--- src/rtl/rom_boot_streamer.sv ---
// ---------------------------------------------------------------------------
// rom_boot_streamer
//
// Host-side initiator for the core's 32-bit ROM boot-load port. A byte
// stream from the board's loader (SPI flash / SD reader) is packed
// little-endian into 32-bit words. Each word is delivered with a 4-phase
// req/ack handshake: raise req, wait for ack, drop req, then wait for ack to
// drop. When NUM_WORDS words have been delivered, the block waits for the
// core to report that the ROM image is initialised.
//
// Ports
//   ck16                  16 MHz system clock
//   reset_n               asynchronous active-low reset
//   start                 1-cycle pulse that begins a load; ignored while busy
//   abort                 level input that cancels the load and returns to IDLE
//   byte_data/_valid      incoming stream byte and its valid qualifier
//   byte_ready            byte accepted when byte_valid & byte_ready
//   host_bootdata         packed word; first byte in [7:0], fourth in [31:24]
//   host_bootdata_req     word request, held until the core acknowledges
//   host_bootdata_ack     core acknowledge, synchronous to ck16
//   host_rom_initialised  core reports that the ROM image is complete
//   busy/done/error       load status flags
//   words_sent            number of completed handshakes
// ---------------------------------------------------------------------------
module rom_boot_streamer #(
   parameter int NUM_WORDS   = 8192,
   parameter int ACK_TIMEOUT = 65535,
   parameter int WCNT_W      = 16
) (
   input  logic              ck16,
   input  logic              reset_n,
   input  logic              start,
   input  logic              abort,
   input  logic [7:0]        byte_data,
   input  logic              byte_valid,
   output logic              byte_ready,
   output logic [31:0]       host_bootdata,
   output logic              host_bootdata_req,
   input  logic              host_bootdata_ack,
   input  logic              host_rom_initialised,
   output logic              busy,
   output logic              done,
   output logic              error,
   output logic [WCNT_W-1:0] words_sent
);

   // The timer only has to reach ACK_TIMEOUT-1.
   localparam int                 TIMER_W     = (ACK_TIMEOUT > 1) ? $clog2(ACK_TIMEOUT) : 1;
   localparam logic [TIMER_W-1:0] TIMER_LAST  = TIMER_W'((ACK_TIMEOUT > 0) ? ACK_TIMEOUT - 1 : 0);
   localparam bit                 TIMEOUT_EN  = (ACK_TIMEOUT != 0);
   localparam logic [WCNT_W-1:0]  WORDS_TOTAL = WCNT_W'(NUM_WORDS);

   typedef enum logic [2:0] {
      IDLE,
      FILL,
      REQ,
      RELEASE,
      WAIT_INIT,
      DONE,
      ERROR
   } state_t;

   state_t              state_q, state_d;
   logic [1:0]          idx_q, idx_d;
   logic [31:0]         data_q, data_d;
   logic                req_q, req_d;
   logic                busy_q, busy_d;
   logic                done_q, done_d;
   logic                error_q, error_d;
   logic [WCNT_W-1:0]   wcnt_q, wcnt_d;
   logic [TIMER_W-1:0]  timer_q, timer_d;

   logic [WCNT_W-1:0]   wcnt_inc;
   logic                timeout_hit;
   logic                timed_state;

   assign wcnt_inc    = wcnt_q + 1'b1;
   assign timeout_hit = TIMEOUT_EN && (timer_q == TIMER_LAST);
   assign timed_state = (state_q == REQ) || (state_q == RELEASE) || (state_q == WAIT_INIT);

   always_comb begin
      state_d = state_q;
      idx_d   = idx_q;
      data_d  = data_q;
      req_d   = req_q;
      done_d  = done_q;
      error_d = error_q;
      wcnt_d  = wcnt_q;

      // abort overrides every other event in the same cycle.
      if (abort && (state_q != IDLE)) begin
         state_d = IDLE;
         req_d   = 1'b0;
         idx_d   = 2'd0;
      end else begin
         case (state_q)
            IDLE, DONE, ERROR: begin
               if (start) begin
                  wcnt_d  = '0;
                  idx_d   = 2'd0;
                  done_d  = 1'b0;
                  error_d = 1'b0;
                  state_d = FILL;
               end
            end
            FILL: begin
               // byte_ready is high for the whole of FILL, so valid alone
               // marks an accepted byte.
               if (byte_valid) begin
                  data_d[8*idx_q +: 8] = byte_data;
                  idx_d                = idx_q + 2'd1;
                  if (idx_q == 2'd3) begin
                     req_d   = 1'b1;
                     state_d = REQ;
                  end
               end
            end
            REQ: begin
               // A genuine ack is preferred over a timeout in the same cycle.
               if (host_bootdata_ack) begin
                  req_d   = 1'b0;
                  state_d = RELEASE;
               end else if (timeout_hit) begin
                  req_d   = 1'b0;
                  error_d = 1'b1;
                  state_d = ERROR;
               end
            end
            RELEASE: begin
               // The next word is only collected after ack drops, so req
               // can never rise while the core still holds ack.
               if (!host_bootdata_ack) begin
                  wcnt_d  = wcnt_inc;
                  state_d = (wcnt_inc == WORDS_TOTAL) ? WAIT_INIT : FILL;
               end else if (timeout_hit) begin
                  error_d = 1'b1;
                  state_d = ERROR;
               end
            end
            WAIT_INIT: begin
               if (host_rom_initialised) begin
                  done_d  = 1'b1;
                  state_d = DONE;
               end else if (timeout_hit) begin
                  error_d = 1'b1;
                  state_d = ERROR;
               end
            end
            default: begin
               req_d   = 1'b0;
               state_d = IDLE;
            end
         endcase
      end

      // The timer restarts on every state change and only runs while
      // waiting on the core.
      if ((state_d != state_q) || !timed_state) begin
         timer_d = '0;
      end else begin
         timer_d = timer_q + 1'b1;
      end

      busy_d = !((state_d == IDLE) || (state_d == DONE) || (state_d == ERROR));
   end

   always_ff @(posedge ck16 or negedge reset_n) begin
      if (!reset_n) begin
         state_q <= IDLE;
         idx_q   <= 2'd0;
         data_q  <= 32'd0;
         req_q   <= 1'b0;
         busy_q  <= 1'b0;
         done_q  <= 1'b0;
         error_q <= 1'b0;
         wcnt_q  <= '0;
         timer_q <= '0;
      end else begin
         state_q <= state_d;
         idx_q   <= idx_d;
         data_q  <= data_d;
         req_q   <= req_d;
         busy_q  <= busy_d;
         done_q  <= done_d;
         error_q <= error_d;
         wcnt_q  <= wcnt_d;
         timer_q <= timer_d;
      end
   end

   assign byte_ready        = (state_q == FILL);
   assign host_bootdata     = data_q;
   assign host_bootdata_req = req_q;
   assign busy              = busy_q;
   assign done              = done_q;
   assign error             = error_q;
   assign words_sent        = wcnt_q;

endmodule

--- config.mk ---
export PLATFORM = sky130hd
export DESIGN_NAME = rom_boot_streamer
export DESIGN_NICKNAME = d
export VERILOG_FILES = /design/src/rtl/rom_boot_streamer.sv
export SDC_FILE = /design/constraint.sdc
export NUM_CORES = 1
export LEC_CHECK = 0
export ABC_AREA = 1
export CAP_MARGIN = 5
export CORE_MARGIN = 4
export CORE_UTILIZATION = 30
export DETAILED_ROUTE_END_ITERATION = 8
export PLACE_DENSITY = 0.58
export SETUP_SLACK_MARGIN = 0.1
export SYNTH_ARGS = -nofsm -noshare
export SYNTH_HDL_FRONTEND = slang
export SYNTH_SLANG_ARGS = --single-unit
--- constraint.sdc ---
create_clock -name ck16 -period 4.4 [get_ports ck16]
set_input_delay 0.66 -clock ck16 [delete_from_list [all_inputs] [get_ports ck16]]
set_output_delay 0.66 -clock ck16 [all_outputs]
set_load 0.05 [all_outputs]
## Yosys cells after proc, flatten, opt, wreduce, memory -nomap -nowiden

Cells that the tools add are included.

- Bits in registers: 73
- Logic and storage cells: 95
- Output and inout port bits: 53
- Input port bits: 15

- Bitwise operators: 1
- Shift-type cells: 2
- Muxes and demuxes: 33
- Add/subtract/negate cells: 4
- Eq/ne operators: 23
- Reduce and logical (&&, ||, !) cells: 23

Operators with widths:

| cell | number |
|---|---|
| $mux 16 | 3 |
| $neg 5->34 | 1 |
| $shift 8x34->32 const A | 1 |
| $shiftx 8x34->32 | 1 |
| $add 16x1->16 const B | 2 |
| $bwmux 32 | 1 |
| $pmux 16 s2 | 1 |
| $mux 3 | 9 |
| $eq 16x14->1 const B | 1 |
| $eq 16x16->1 const B | 1 |
| $eq 3x3->1 const B | 5 |
| $pmux 3 s5 | 1 |
| $ne 2x2->1 const B | 6 |
| $reduce_and 4->1 | 3 |
| $mux 1 | 11 |
| $eq 3x2->1 const B | 2 |
| $logic_not 3->1 | 2 |
| $mux 2 | 3 |
| $reduce_and 3->1 | 2 |
| $reduce_and 6->1 | 1 |
| $reduce_bool 3->1 | 2 |
| $logic_or 1x1->1 | 5 |
| $reduce_or 5->1 | 1 |
| $ne 4x3->1 const B | 1 |
| other kinds (18) | 20 |

## Depth between registers and ports, before layout

- Depth in word-level cells: 10
- Depth in mapped cells: 17
- Mapped depth without buffers: 16

## Worst setup path after synthesis

No wires, ideal clock.

- Path type: reg-to-reg
- From: register idx_q[0]
- To: register data_q[17] (netlist: host_bootdata[17])
- Library setup time: 77 ps
- Clock period less this slack: 2,559 ps
- Data required time: 4,323 ps
- Arrival time: 2,481 ps
- Buffers on the path: 3
- Cell stages (with the launch flop): 10
- Setup slack: 1,841 ps
- Cells stage by stage: dfrtp_1 clkbuf_1 buf_1 inv_1 ha_1 clkbuf_1 clkinv_1 nor2_1 nand3_1 a21oi_1

- Longest elaborated chain between the ends: 3
- Elaborated cells between the ends (all ways): 4
- Classes of those cells: add/sub (1); shift (2); mux (1)

Ends and longest elaborated chain:

| element | RTL line | source |
|---|---|---|
| start, declared | 64 | `logic [1:0] idx_q, idx_d;` |
| start signal, assigned | 180 | `idx_q <= idx_d;` |
| $neg 5->34 (*) | 110 | `data_d[8*idx_q +: 8] = byte_data;` |
| $shiftx 8x34->32 or $shift 8x34->32 (tied branches) | 110 |  |
| $bwmux 32 (*) | 110 |  |
| end signal, assigned | 181 | `data_q <= data_d;` |
| end, declared | 65 | `logic [31:0] data_q, data_d;` |

Every way passes the cells marked *; elsewhere a longest branch is shown, timed or not.
A chain may end at the register's enable or synchronous reset.

## Worst setup path in the final report

- From: register state_q[1]
- To: register wcnt_q[0] (netlist: words_sent[0])

- Longest elaborated chain between the ends: 4
- Elaborated cells between the ends (all ways): 13
- Classes of those cells: eq/ne (5); mux (1); bitwise (1); reduce/logical (6)

Ends and longest elaborated chain:

| element | RTL line | source |
|---|---|---|
| start, declared | 63 | `state_t state_q, state_d;` |
| start signal, assigned | 179 | `state_q <= state_d;` |
| $eq 3x3->1 (tied with other cells) | 96 | `case (state_q)` |
| $reduce_or 3->1 or $logic_and 1x1->1 (tied branches) | 96, 91 |  |
| $ne 2x2->1 (no line) (tied with other cells) | n/a |  |
| $reduce_and 4->1 (no line) | n/a |  |
| end signal, assigned | 186 | `wcnt_q <= wcnt_d;` |
| end, declared | 70 | `logic [WCNT_W-1:0] wcnt_q, wcnt_d;` |

Several ways; a longest one is shown, not always the timed one.

==> results.toml <==
[synthesis]
synth_edf_count = 0
synth_top_cells_by_area = "dfrtp_1 (44%), nand2_1 (11%), inv_1 (5.4%)"
async_flop_share_pct = 100
avgSynthCellArea_um2 = 7.88
netlist_area_um2 = 4110
yosysWarnings = 0
ys_seq_elements = 73
synthFlopType = "dfrtp_1"
synthMostInstantiatedCell = "nand2_1"
ys_top_cells_by_count = "nand2_1 (117), dfrtp_1 (73), inv_1 (59)"
synth_top_cell_by_area = "dfrtp_1"
synth_top_area_share_pct = 44.5
synth_cell_type_count = 37
synthCells = 521
synth_nets = 545
synth-seq-area-share_pct = 44.5

[timing]
finalCritPeriodShare_pct = 62.7
slew_headroom_pct = 35.5
rsz0062_at_grt = "false"
worst_pin_slew_ns = 0.967
layout_min_cycle_time_ns = 2.76
skew_ns = 0.00721
slew_viol_final = 0
final-hold-violation-count = 0
clock.fmax_mhz = 362
final.setup.tns_ns = 0
setup-violations-final = 0

[clocking]
hold_buffers = 0
postCtsSetupRepairBufs = 0
clkTransAtPathRegs_ns = 0.06
clock_sinks = 73
root_buffer = "clkbuf_16"
clk_latency_ns = 0.34
cts_tree = "done"
clk_path_buf_depth = 2
cts_resized = 0
htree_levels = 3
numCtsBuffers = 9

[layout]
diodes = 0
nets = 611
fillerInstances = 1376
fin_area_um2 = 5230
regArea_um2 = 1830
final_cells = 768
fin_util_pct = 39.2
drive_above_1_share_pct = 9.63
syn2layout_area_growth_pct = 27.5
multi_input_area_um2 = 1960

[global_routing]
grt_pass1_vias = 3888
grt_start_max_net_pins = 74
overflow = 0
grt-busiest-layer = "met2"
use_met1_pct = 18.0
track_usage_pct = 14.3
antenna_found_initial = 0
grt.met3_usage_pct = 4.31
met2_usage_pct = 23.1
grt_pass1_wl_mm = 18.4

[power_and_ir_drop]
p_leak_uw = 0.00229
ir_drop_mv = 0.427
p_per_area_nw_per_um2 = 475

[worst_setup_path]
critical_path.max_fanout = 20
reg2reg_from = "state_q[1]"
slowest_delay_ns = 0.50
crit_path_end_kind = "flop"
reg2reg_slack_ns = 1.64
startpoint_type = "flop"
worstReg2RegEnd = "words_sent[0]"
cp.depth = 8
path_delay_family = "simple AND/OR/NAND/NOR gates"
slowest_stage = "dfrtp_1"
cp.required_ns = 4.65
path_class = "reg2reg"
crit_chain = "nand2_1 > nor2_2 > inv_1 > nor2_1 > o21ai_0 > inv_1 > nand2_1 > o21ai_0"
ff2ff_path_depth = 8
worstPathArrival_ns = 3.01
path_buf_inv = 2

[route]
wire_per_inst_um = 14.2
vias = 3720
routed_wl_mm = 10.9
ant_nets = 0
drc = 0
drt-pass1-iter-count = 4
viasPerCell = 4.84
drt_iter0_drc = 191

[run]
drv_cap = 0

[floorplan]
ios = 68
die_x_um = 125
die_h_um = 125
coreArea_um2 = 13300
die_area_um2 = 15600
start_util_pct = 30.8
rows = 42

[placement]
port_buffers = 67
dp_hpwl_mm = 7.83
gp_congestion = 0.883
placedInstanceArea_um2 = 4930
dp_cells = 752

[run_status]
status = "completed"

[min_path]
min_path_type = "in2async"
## per-stage QoR
step	power, uW	worst slack [ns]	hold slack, ns
2_1_floorplan	1450	1.84	0.364
3_3_place_gp	1730	1.39	0.471
5_1_grt	2640	1.28	0.512
6_report	2490	1.64	0.475
4_1_cts	2510	1.65	0.496
3_5_place_dp	1740	1.33	0.480
## cell type report
| cell class | instances | share of cell area, % |
|---|---|---|
| Clock buffer | 10 | 4.57 |
| Inverter | 64 | 4.59 |
| Sequential cell | 73 | 34.9 |
| Clock inverter | 6 | 1.27 |
| Tap cell | 176 | 4.21 |
| Timing Repair Buffer | 68 | 12.9 |
| Multi-Input combinational cell | 371 | 37.5 |
## layer usage
layer | vias to the layer above | wire [um]
met5 | - | 0
met4 | 0 | 240
met3 | 20 | 470
met2 | 77 | 5160
met1 | 1758 | 5000
li1 | 1865 | -
## power by group
part / total (uW) / leakage (uW) / internal [uW] / switching (uW)
logic: 908 / 0.00116 / 244 / 663
clock network: 760 / 0.000141 / 456 / 304
registers: 819 / 0.000992 / 746 / 73.2
## worst max path at each step
stage / start / slack, ns / endpoint
floorplan: idx_q[0] / 1.84 / host_bootdata[17]
global placement: abort / 1.39 / words_sent[0]
detailed placement: abort / 1.33 / words_sent[0]
CTS: state_q[1] / 1.65 / words_sent[0]
global route: state_q[1] / 1.28 / words_sent[0]
finish: state_q[1] / 1.64 / words_sent[0]
## sequential cells by signal, summed over array words and instances (netlist names)
register	count
error	1
timer_q	16
idx_q	2
busy	1
host_bootdata	32
state_q	3
host_bootdata_req	1
words_sent	16
done	1
## worst register-to-register path, delay by kind of cell, from the launching register on
family / cells / cell delay, ns
AOI/OAI and AO/OA: 2 / 0.43
buffers and inverters: 2 / 0.60
and+or+nand+nor: 4 / 1.12
DFF: 1 / 0.50
## layout by cell type, fill, tap and decap left out, types with 2 or more instances in the layout
master             n
a31oi_1            2
or2_2              3
inv_1             59
nor2_4             6
nor3_2            12
inv_2              4
o21ai_0           36
dfrtp_1           73
o21ai_1            2
clkbuf_16          9
o22ai_1           11
xor2_1             4
a21oi_1           19
o31ai_1            3
nand4_1           25
nor2_2             3
nand3_1           32
nor2_1            55
nand2_1          117
buf_4              2
nand3_2            4
clkinvlp_4         3
ha_1               9
xnor2_1            4
nor3_1            11
nand2_2            4
clkdlybuf4s50_1   66
## cell families (layout without fill, tap and decap cells)
logic type | count (synthesis) | after routing | share of synthesized area [%]
fa+ha+maj | 9 | 9 | 2.74
simple gates | 276 | 276 | 32.9
flops | 73 | 73 | 44.5
xor+xnor | 8 | 8 | 1.71
compound gates | 78 | 78 | 10.5
buf+inv | 77 | 148 | 7.65
No activity file was read; power rests on OpenSTA's default activity.
